$ cat config.mk
export PLATFORM = sky130hd
export DESIGN_NAME = minterm_scanner
export DESIGN_NICKNAME = d
export VERILOG_FILES = /design/src/rtl/minterm_pkg.sv /design/src/rtl/minterm_scanner_last_bit_detect.sv /design/src/rtl/minterm_scanner.sv
export SDC_FILE = /design/constraint.sdc
export NUM_CORES = 1
export LEC_CHECK = 0
export CORE_ASPECT_RATIO = 1.1
export CORE_MARGIN = 2
export CORE_UTILIZATION = 35
export CTS_BUF_LIST = sky130_fd_sc_hd__clkbuf_2 sky130_fd_sc_hd__clkbuf_4 sky130_fd_sc_hd__clkbuf_8
export CTS_CLUSTER_SIZE = 10
export DETAILED_ROUTE_END_ITERATION = 7
export PLACE_DENSITY_LB_ADDON = 0.05
export SYNTH_ARGS = -nofsm -noshare
export SYNTH_HDL_FRONTEND = slang
export SYNTH_SLANG_ARGS = --single-unit
$ cat constraint.sdc
create_clock -name clk -period 2.7 [get_ports clk]
set_clock_uncertainty 0.1 [all_clocks]
set_input_delay 0.54 -clock clk [delete_from_list [all_inputs] [get_ports clk]]
set_output_delay 0.54 -clock clk [all_outputs]
set_load 0.005 [all_outputs]
$ cat src/rtl/minterm_pkg.sv
// Shared definitions for the minterm scanner.
// N_VARS : number of function variables (v,w,x,y,z; v is the index MSB)
// TT_W   : truth-table width, bit i holds f at minterm index i
// state_e: scanner FSM states
// idx_t / cnt_t / tt_t : index, minterm-count and truth-table types
package minterm_pkg;

  localparam int N_VARS = 5;
  localparam int TT_W   = 1 << N_VARS;

  typedef enum logic [1:0] {
    IDLE  = 2'd0,
    SCAN  = 2'd1,
    DRAIN = 2'd2
  } state_e;

  typedef logic [N_VARS-1:0] idx_t;
  // One extra bit so a full table (TT_W minterms) is representable.
  typedef logic [N_VARS:0]   cnt_t;
  typedef logic [TT_W-1:0]   tt_t;

endpackage

$ cat src/rtl/minterm_scanner_last_bit_detect.sv
// Combinational "no set bit above idx" detector.
// Ports:
//   tt_q       : latched truth table
//   idx        : index currently being examined
//   none_above : 1 when tt_q has no 1 at any position strictly above idx
module last_bit_detect
  import minterm_pkg::*;
(
  input  tt_t  tt_q,
  input  idx_t idx,
  output logic none_above
);

  always_comb begin
    none_above = 1'b1;
    for (int i = 0; i < TT_W; i++) begin
      if ((i > int'(idx)) && tt_q[i]) begin
        none_above = 1'b0;
      end
    end
  end

endmodule

$ cat src/rtl/minterm_scanner.sv
// Minterm scanner: walks a latched 5-variable truth table one index per
// clock and emits the index of every 1 as a beat on a valid/ready stream.
// Ports:
//   clk, rst_n      : rising-edge clock, asynchronous active-low reset
//   start, tt       : job request (sampled only in IDLE) and truth table
//   busy            : high while a job is in SCAN or DRAIN
//   m_valid/m_ready : output stream handshake
//   m_index, m_last : beat payload; m_last marks the highest set bit
//   done            : one-cycle pulse when a job completes
//   count           : minterms emitted by the current/last job
//   dbg_state       : current FSM state, for observation
//
// Handshake: a beat transfers on any cycle where m_valid && m_ready at the
// rising edge. While m_valid is high and m_ready is low, m_index, m_last and
// m_valid are held stable and the scan does not advance.
module minterm_scanner
  import minterm_pkg::*;
(
  input  logic              clk,
  input  logic              rst_n,
  input  logic              start,
  input  logic [TT_W-1:0]   tt,
  output logic              busy,
  output logic              m_valid,
  input  logic              m_ready,
  output logic [N_VARS-1:0] m_index,
  output logic              m_last,
  output logic              done,
  output logic [N_VARS:0]   count,
  output logic [1:0]        dbg_state
);

  state_e state_q, state_d;
  tt_t    tt_q, tt_d;
  idx_t   idx_q, idx_d;
  cnt_t   count_q, count_d;
  logic   m_valid_q, m_valid_d;
  idx_t   m_index_q, m_index_d;
  logic   m_last_q, m_last_d;
  logic   done_q, done_d;

  logic   none_above;
  logic   out_free;

  last_bit_detect u_last_bit_detect (
    .tt_q       (tt_q),
    .idx        (idx_q),
    .none_above (none_above)
  );

  // Output register can take a new beat when empty or being consumed now.
  assign out_free = !m_valid_q || m_ready;

  // State register and datapath flops.
  always_ff @(posedge clk or negedge rst_n) begin
    if (!rst_n) begin
      state_q   <= IDLE;
      tt_q      <= '0;
      idx_q     <= '0;
      count_q   <= '0;
      m_valid_q <= 1'b0;
      m_index_q <= '0;
      m_last_q  <= 1'b0;
      done_q    <= 1'b0;
    end else begin
      state_q   <= state_d;
      tt_q      <= tt_d;
      idx_q     <= idx_d;
      count_q   <= count_d;
      m_valid_q <= m_valid_d;
      m_index_q <= m_index_d;
      m_last_q  <= m_last_d;
      done_q    <= done_d;
    end
  end

  // Next-state and datapath logic.
  always_comb begin
    state_d   = state_q;
    tt_d      = tt_q;
    idx_d     = idx_q;
    count_d   = count_q;
    m_valid_d = m_valid_q;
    m_index_d = m_index_q;
    m_last_d  = m_last_q;
    done_d    = 1'b0;
    unique case (state_q)
      IDLE: begin
        if (start) begin
          tt_d    = tt;
          idx_d   = '0;
          count_d = '0;
          state_d = SCAN;
        end
      end
      SCAN: begin
        if (out_free) begin
          if (tt_q[idx_q]) begin
            m_valid_d = 1'b1;
            m_index_d = idx_q;
            m_last_d  = none_above;
            count_d   = count_q + cnt_t'(1);
          end else begin
            m_valid_d = 1'b0;
          end
          // Final index: stop here rather than wrap back to 0.
          if (idx_q == idx_t'(TT_W - 1)) begin
            state_d = DRAIN;
          end else begin
            idx_d = idx_q + idx_t'(1);
          end
        end
      end
      DRAIN: begin
        if (out_free) begin
          m_valid_d = 1'b0;
          done_d    = 1'b1;
          state_d   = IDLE;
        end
      end
      default: state_d = IDLE;
    endcase
  end

  // Output logic.
  always_comb begin
    busy      = (state_q != IDLE);
    dbg_state = state_q;
    m_valid   = m_valid_q;
    m_index   = m_index_q;
    m_last    = m_last_q;
    done      = done_q;
    count     = count_q;
  end

endmodule

==> out/metrics.yaml, run 1 <==
outcome: "completed"
fmax_mhz: 411
tns_ps: 0
synth_edf_count: 0
syn_inst: 338
async_reset_ff_frac: 1.00
ys_ff_latch: 53
rows: 34
r2r_start: "idx_q[0]"
drive_gt1_frac: 0.0859
n_antenna_cell: 0
cp.arrival_ps: 2570
path_class: "reg2reg"
io-pin-count: 53
synth_nets: 379
chipWidth_um: 90.9
initial_utilization: 0.364
hpwl_mm: 5.82
ant_nets: 0
path_max_fanout: 18
die_area_um2: 9050
cts_tree: "done"
vias: 2616
coreArea_um2: 8000
dp_cells: 496
slew_viol_final: 0
pre_cts_slack_ps: 280
seq_area_um2: 1330
area_growth_syn_to_layout_pct: 26.0
power.density_nw_per_um2: 1050
clk_latency_ps: 310
routabilityCongestion: 0.946
cts_sinks: 53
finalCritPeriodShare: 0.901
slew_headroom: 0.504
max_stage_delay_ps: 500
synth_warnings: 0
syn_area_per_cell_um2: 8.60
ff2ff_path_depth: 7
design_area_um2: 3660
drv_cap: 0
worst_setup_path_start_kind: "flip-flop"
end_kind: "flip-flop"
setup_ws_ps: 266
cts_resized: 0
antenna_found_initial: 0
tightest_slew_ps: 744
firstDrtPassIters: 4
root_buffer: "clkbuf_8"
holdBufCountCts: 0
fp.dieH_um: 99.6
drc_errors: 0
post_drt_wl_per_cell_um: 15.9
hold_path.class: "in2async"
crit_end: "count[5]"
setup_viol: 0
via_per_inst: 5.19
nets: 436
drt_wl_total_mm: 8.04
crit_chain: "buf_4 -> mux2i_1 -> mux4_2 -> o22ai_2 -> o21ai_2 -> or4_1 -> a21oi_1"
numCtsBuffers: 5
multiInputGateArea_um2: 1450
htree_levels: 2
final_cells: 504
grt_pass1_wl_mm: 13.6
p_leak_uw: 0.00168
netlist_area_um2: 2910
grt_max_degree: 39
r2r-end: "count[5]"
overflow: 0
drt-initial-drc-count: 149
clockBufferDepth: 2
final.min_clock_period_ps: 2430
cpMaxStageDelayCell: "or4_1"
final_core_util: 0.458
placed_area_um2: 3580
rsz0062_at_grt: "false"
port_buffers: 52
hold_viol: 0
ys.flop_type: "dfrtp_1"
post_synth_num_cell_types: 48
crit_path_start: "idx_q[0]"
peakVddDrop_mv: 0.316
seq_area_frac_synth: 0.456
num-fill-cells: 826
cts_setup_buffers: 0
clkTransAtPathRegs_ps: 90
crit_required_ps: 2830
grt_pass1_vias: 2649
worst-r2r-setup-slack_ps: 270
track_usage: 0.190
[sequential cells by signal, summed over array words and instances, names as in the netlist]
register / count
idx_q: 5
tt_q: 32
m_index: 5
m_valid: 1
count: 6
m_last: 1
dbg_state: 2
done: 1
[cell usage in the layout (no fill, tap or decap), types with 9 or more instances in the layout]
cell type / instances
buf_4: 14
dfrtp_1: 53
inv_1: 9
a21oi_1: 12
nor2_1: 12
nand2_1: 115
clkdlybuf4s50_1: 51
mux2i_1: 18
o21ai_0: 29
[final cells by class]
| class | count | share of cell area |
|---|---|---|
| clock inverter | 2 | 0.00273 |
| clock buffer | 6 | 0.0208 |
| timing repair buffer | 66 | 0.169 |
| multi-input combinational | 257 | 0.396 |
| tap | 108 | 0.0369 |
| inverter | 12 | 0.0123 |
| sequential | 53 | 0.362 |
[critical path: cells and delay by family (launching register included)]
family	cells	cell delay (ps)
buffers and inverters	1	210
AO/OA/AOI/OAI	3	540
multiplexers	2	620
flip-flops	1	390
AND/OR/NAND/NOR	1	500
[synth_stat cells, types with 2 or more instances]
cell type / number / area [um^2]
or2_2: 2 / 12.5
or3_1: 2 / 12.5
nor3_1: 5 / 25.0
a211oi_1: 2 / 15.0
clkbuf_1: 12 / 45.0
mux2i_1: 18 / 180
inv_1: 9 / 33.8
nand2b_1: 3 / 18.8
o31ai_1: 3 / 22.5
dfrtp_1: 53 / 1330
a221oi_1: 2 / 17.5
o22ai_2: 2 / 25.0
mux4_2: 4 / 90.1
clkinv_1: 2 / 7.51
nand4_1: 3 / 18.8
nor2_1: 12 / 45.0
o21ai_0: 29 / 145
nand2_1: 115 / 432
ha_1: 5 / 62.6
a21oi_1: 12 / 60.1
a31oi_1: 6 / 37.5
nor2b_1: 6 / 37.5
nand3_1: 5 / 25.0
o22ai_1: 2 / 12.5
[through the flow]
stage	hold WS, ps	total power [uW]
2_1_floorplan	144	2690
3_3_place_gp	372	3420
3_5_place_dp	375	3410
4_1_cts	215	3880
5_1_grt	238	4210
6_report	183	3840
[kinds of logic (layout without fill, tap and decap cells)]
family / Yosys count / in the layout / share of synthesized area
AO/OA/AOI/OAI: 73 / 73 / 0.160
adder cells (fa/ha/maj): 5 / 5 / 0.0215
flip-flops: 53 / 53 / 0.456
buffers and inverters: 28 / 86 / 0.0447
AND/OR/NAND/NOR: 157 / 157 / 0.225
multiplexers: 22 / 22 / 0.0929
[routing by layer]
layer	vias up	share of wire	track usage
met5	-	0	0
met4	0	0.024	0.0618
met3	14	0.052	0.0371
met2	84	0.48	0.324
met1	1240	0.45	0.244
li1	1278	-	-
[power breakdown]
group / leakage, uW / total, uW / switching, uW / internal (uW)
combinational: 0.000958 / 1950 / 1050 / 902
clock: 0.0000484 / 454 / 264 / 191
sequential: 0.000674 / 1440 / 327 / 1110
total: 0.00168 / 3840 / 1640 / 2200
[how the worst min path moves through the flow]
stage | startpoint | end
final | rst_n | done
after detailed placement | m_index[4] | m_index[4]
after global routing | rst_n | tt_q[11]
after global placement | m_index[4] | m_index[4]
after CTS | rst_n | tt_q[28]
after floorplan | rst_n | count[0]
(Power assumes the default switching activity.)
==> run 2, diff against run 1 <==
--- a/config.mk
+++ b/config.mk
@@ -7,7 +7,7 @@
 export LEC_CHECK = 0
 export CORE_ASPECT_RATIO = 1.1
 export CORE_MARGIN = 2
-export CORE_UTILIZATION = 35
+export CORE_UTILIZATION = 25
 export CTS_BUF_LIST = sky130_fd_sc_hd__clkbuf_2 sky130_fd_sc_hd__clkbuf_4 sky130_fd_sc_hd__clkbuf_8
 export CTS_CLUSTER_SIZE = 10
 export DETAILED_ROUTE_END_ITERATION = 7
==> out/metrics.yaml, run 2 (synthesis gave the netlist of run 1 again) <==
track_usage: 0.151
via_per_inst: 4.78
outcome: "completed"
path_delay_family: "simple AND/OR/NAND/NOR gates"
ant_nets: 0
rsz0062_at_grt: "false"
mostFrequentLayoutCell: "nand2_1"
rows: 41
num-fill-cells: 1262
power_frac_seq: 0.363
drt-initial-drc-count: 135
fmax_mhz: 401
tns_ps: 0
clkTransAtPathRegs_ps: 100
seq_area_um2: 1330
p_switching_uw: 1670
p_int_uw: 2360
fin_hold_ws_ps: 145
max_stage_delay_ps: 400
hpwl_mm: 6.39
power.density_nw_per_um2: 1060
clk_latency_ps: 310
post_drt_wl_per_cell_um: 15.9
drt_wl_total_mm: 8.70
peakVddDrop_mv: 0.260
clockBufferDepth: 2
slew_headroom: 0.555
antenna_found_initial: 0
cpMaxStageDelayCell: "nor4_1"
largest_register_ff_count: 32
holdBufCountCts: 0
vias: 2619
initial_utilization: 0.255
drive_gt1_frac: 0.0930
coreArea_um2: 11400
end_kind: "flip-flop"
fp.dieH_um: 117
grt_max_degree: 39
cts_tree: "done"
port_buffers: 52
regMostFlops: "tt_q"
p_clk_frac: 0.145
finalCritPeriodShare: 0.923
htree_levels: 2
combPwrFrac: 0.492
n_antenna_cell: 0
hold_path.class: "in2async"
dp_cells: 540
drv_cap: 0
crit_required_ps: 2840
p_leak_uw: 0.00171
path_class: "reg2reg"
worst_setup_path_start_kind: "flip-flop"
nets: 438
slew_viol_final: 0
routabilityCongestion: 0.849
path_max_fanout: 29
setup_viol: 0
grt_pass1_wl_mm: 14.5
area_growth_syn_to_layout_pct: 30.5
cp.arrival_ps: 2630
io-pin-count: 53
final_cells: 548
crit_buf_inv: 1
die_area_um2: 12500
numCtsBuffers: 5
root_buffer: "clkbuf_8"
cts_sinks: 53
overflow: 0
final_cell_mix: "nand2_1, dfrtp_1, clkdlybuf4s50_1, o21ai_0, mux2i_1"
chipWidth_um: 107
multiInputGateArea_um2: 1450
crit_chain: "buf_12 -> ha_1 -> and3_1 -> ha_1 -> o22ai_1 -> nor4_1 -> nand4_1 -> o31ai_1"
switching_share: 0.414
firstDrtPassIters: 4
final.min_clock_period_ps: 2490
tightest_slew_ps: 667
hold_viol: 0
drc_errors: 0
crit_top_cell: "ha_1"
grt_pass1_vias: 2664
-- run 2: cell types whose count changed in the layout (fill, tap and decap cells not counted) --
cell | previous run | this run
bufinv_16 | 0 | 1
clkbuf_8 | 5 | 6
clkinv_2 | 2 | 0
ha_1 | 5 | 4
ha_2 | 0 | 1
buf_12 | 0 | 2
-- run 2: per-stage QoR --
stage                     utilization  area [um^2]  power, uW  worst slack (ps)
after global placement          0.322         3670       3490               231
after CTS                       0.333         3790       4090               201
after floorplan                     -         2910       2690               324
final                           0.333         3790       4030               207
after global routing            0.333         3790       4390              58.2
after detailed placement        0.322         3670       3480               222
-- run 2: final cells by class --
type	count	share of cell area
Clock buffer	7	0.0237
Clock inverter	1	0.00792
Inverter	12	0.0119
Multi-Input combinational cell	257	0.383
Sequential cell	53	0.350
Tap cell	150	0.0495
Timing Repair Buffer	68	0.174
-- run 2: timing repair --
action | 4_1_cts | 5_1_grt
endpoints found under the setup margin | 0 | 1
setup buffers | 0 | 0
endpoints found under the hold margin | 0 | 0
gates resized for setup | 0 | 1
-- run 2: power groups by stage --
stage | logic, uW | registers (uW) | clock network (uW)
detailed placement | 1990 | 1490 | 0
finish | 1990 | 1460 | 584
global placement | 2000 | 1490 | 0
floorplan | 1350 | 1340 | 0
CTS | 2010 | 1470 | 609
global route | 2230 | 1520 | 636
-- run 2: final timing paths --
path | start | endpoint | slack [ps] | cells past startpoint
worst max-delay path | idx_q[0] | m_last | 210 | 8
worst min-delay path | rst_n | done | 150 | 1
worst max register to register | idx_q[0] | m_last | 210 | 8
worst min register to register | m_index[3] | m_index[3] | 390 | 2
max in group asynchronous | rst_n | tt_q[20] | 1770 | 2
min in group clk | m_index[3] | m_index[3] | 390 | 2
-- run 2: metal layers --
metal,vias up,share of wire,routed length (um),GRT usage
met4,0,0.010,91,0.0424
li1,1285,-,-,-
met2,58,0.50,4310,0.262
met3,6,0.035,306,0.0277
met5,-,0,0,0
met1,1270,0.46,3990,0.194
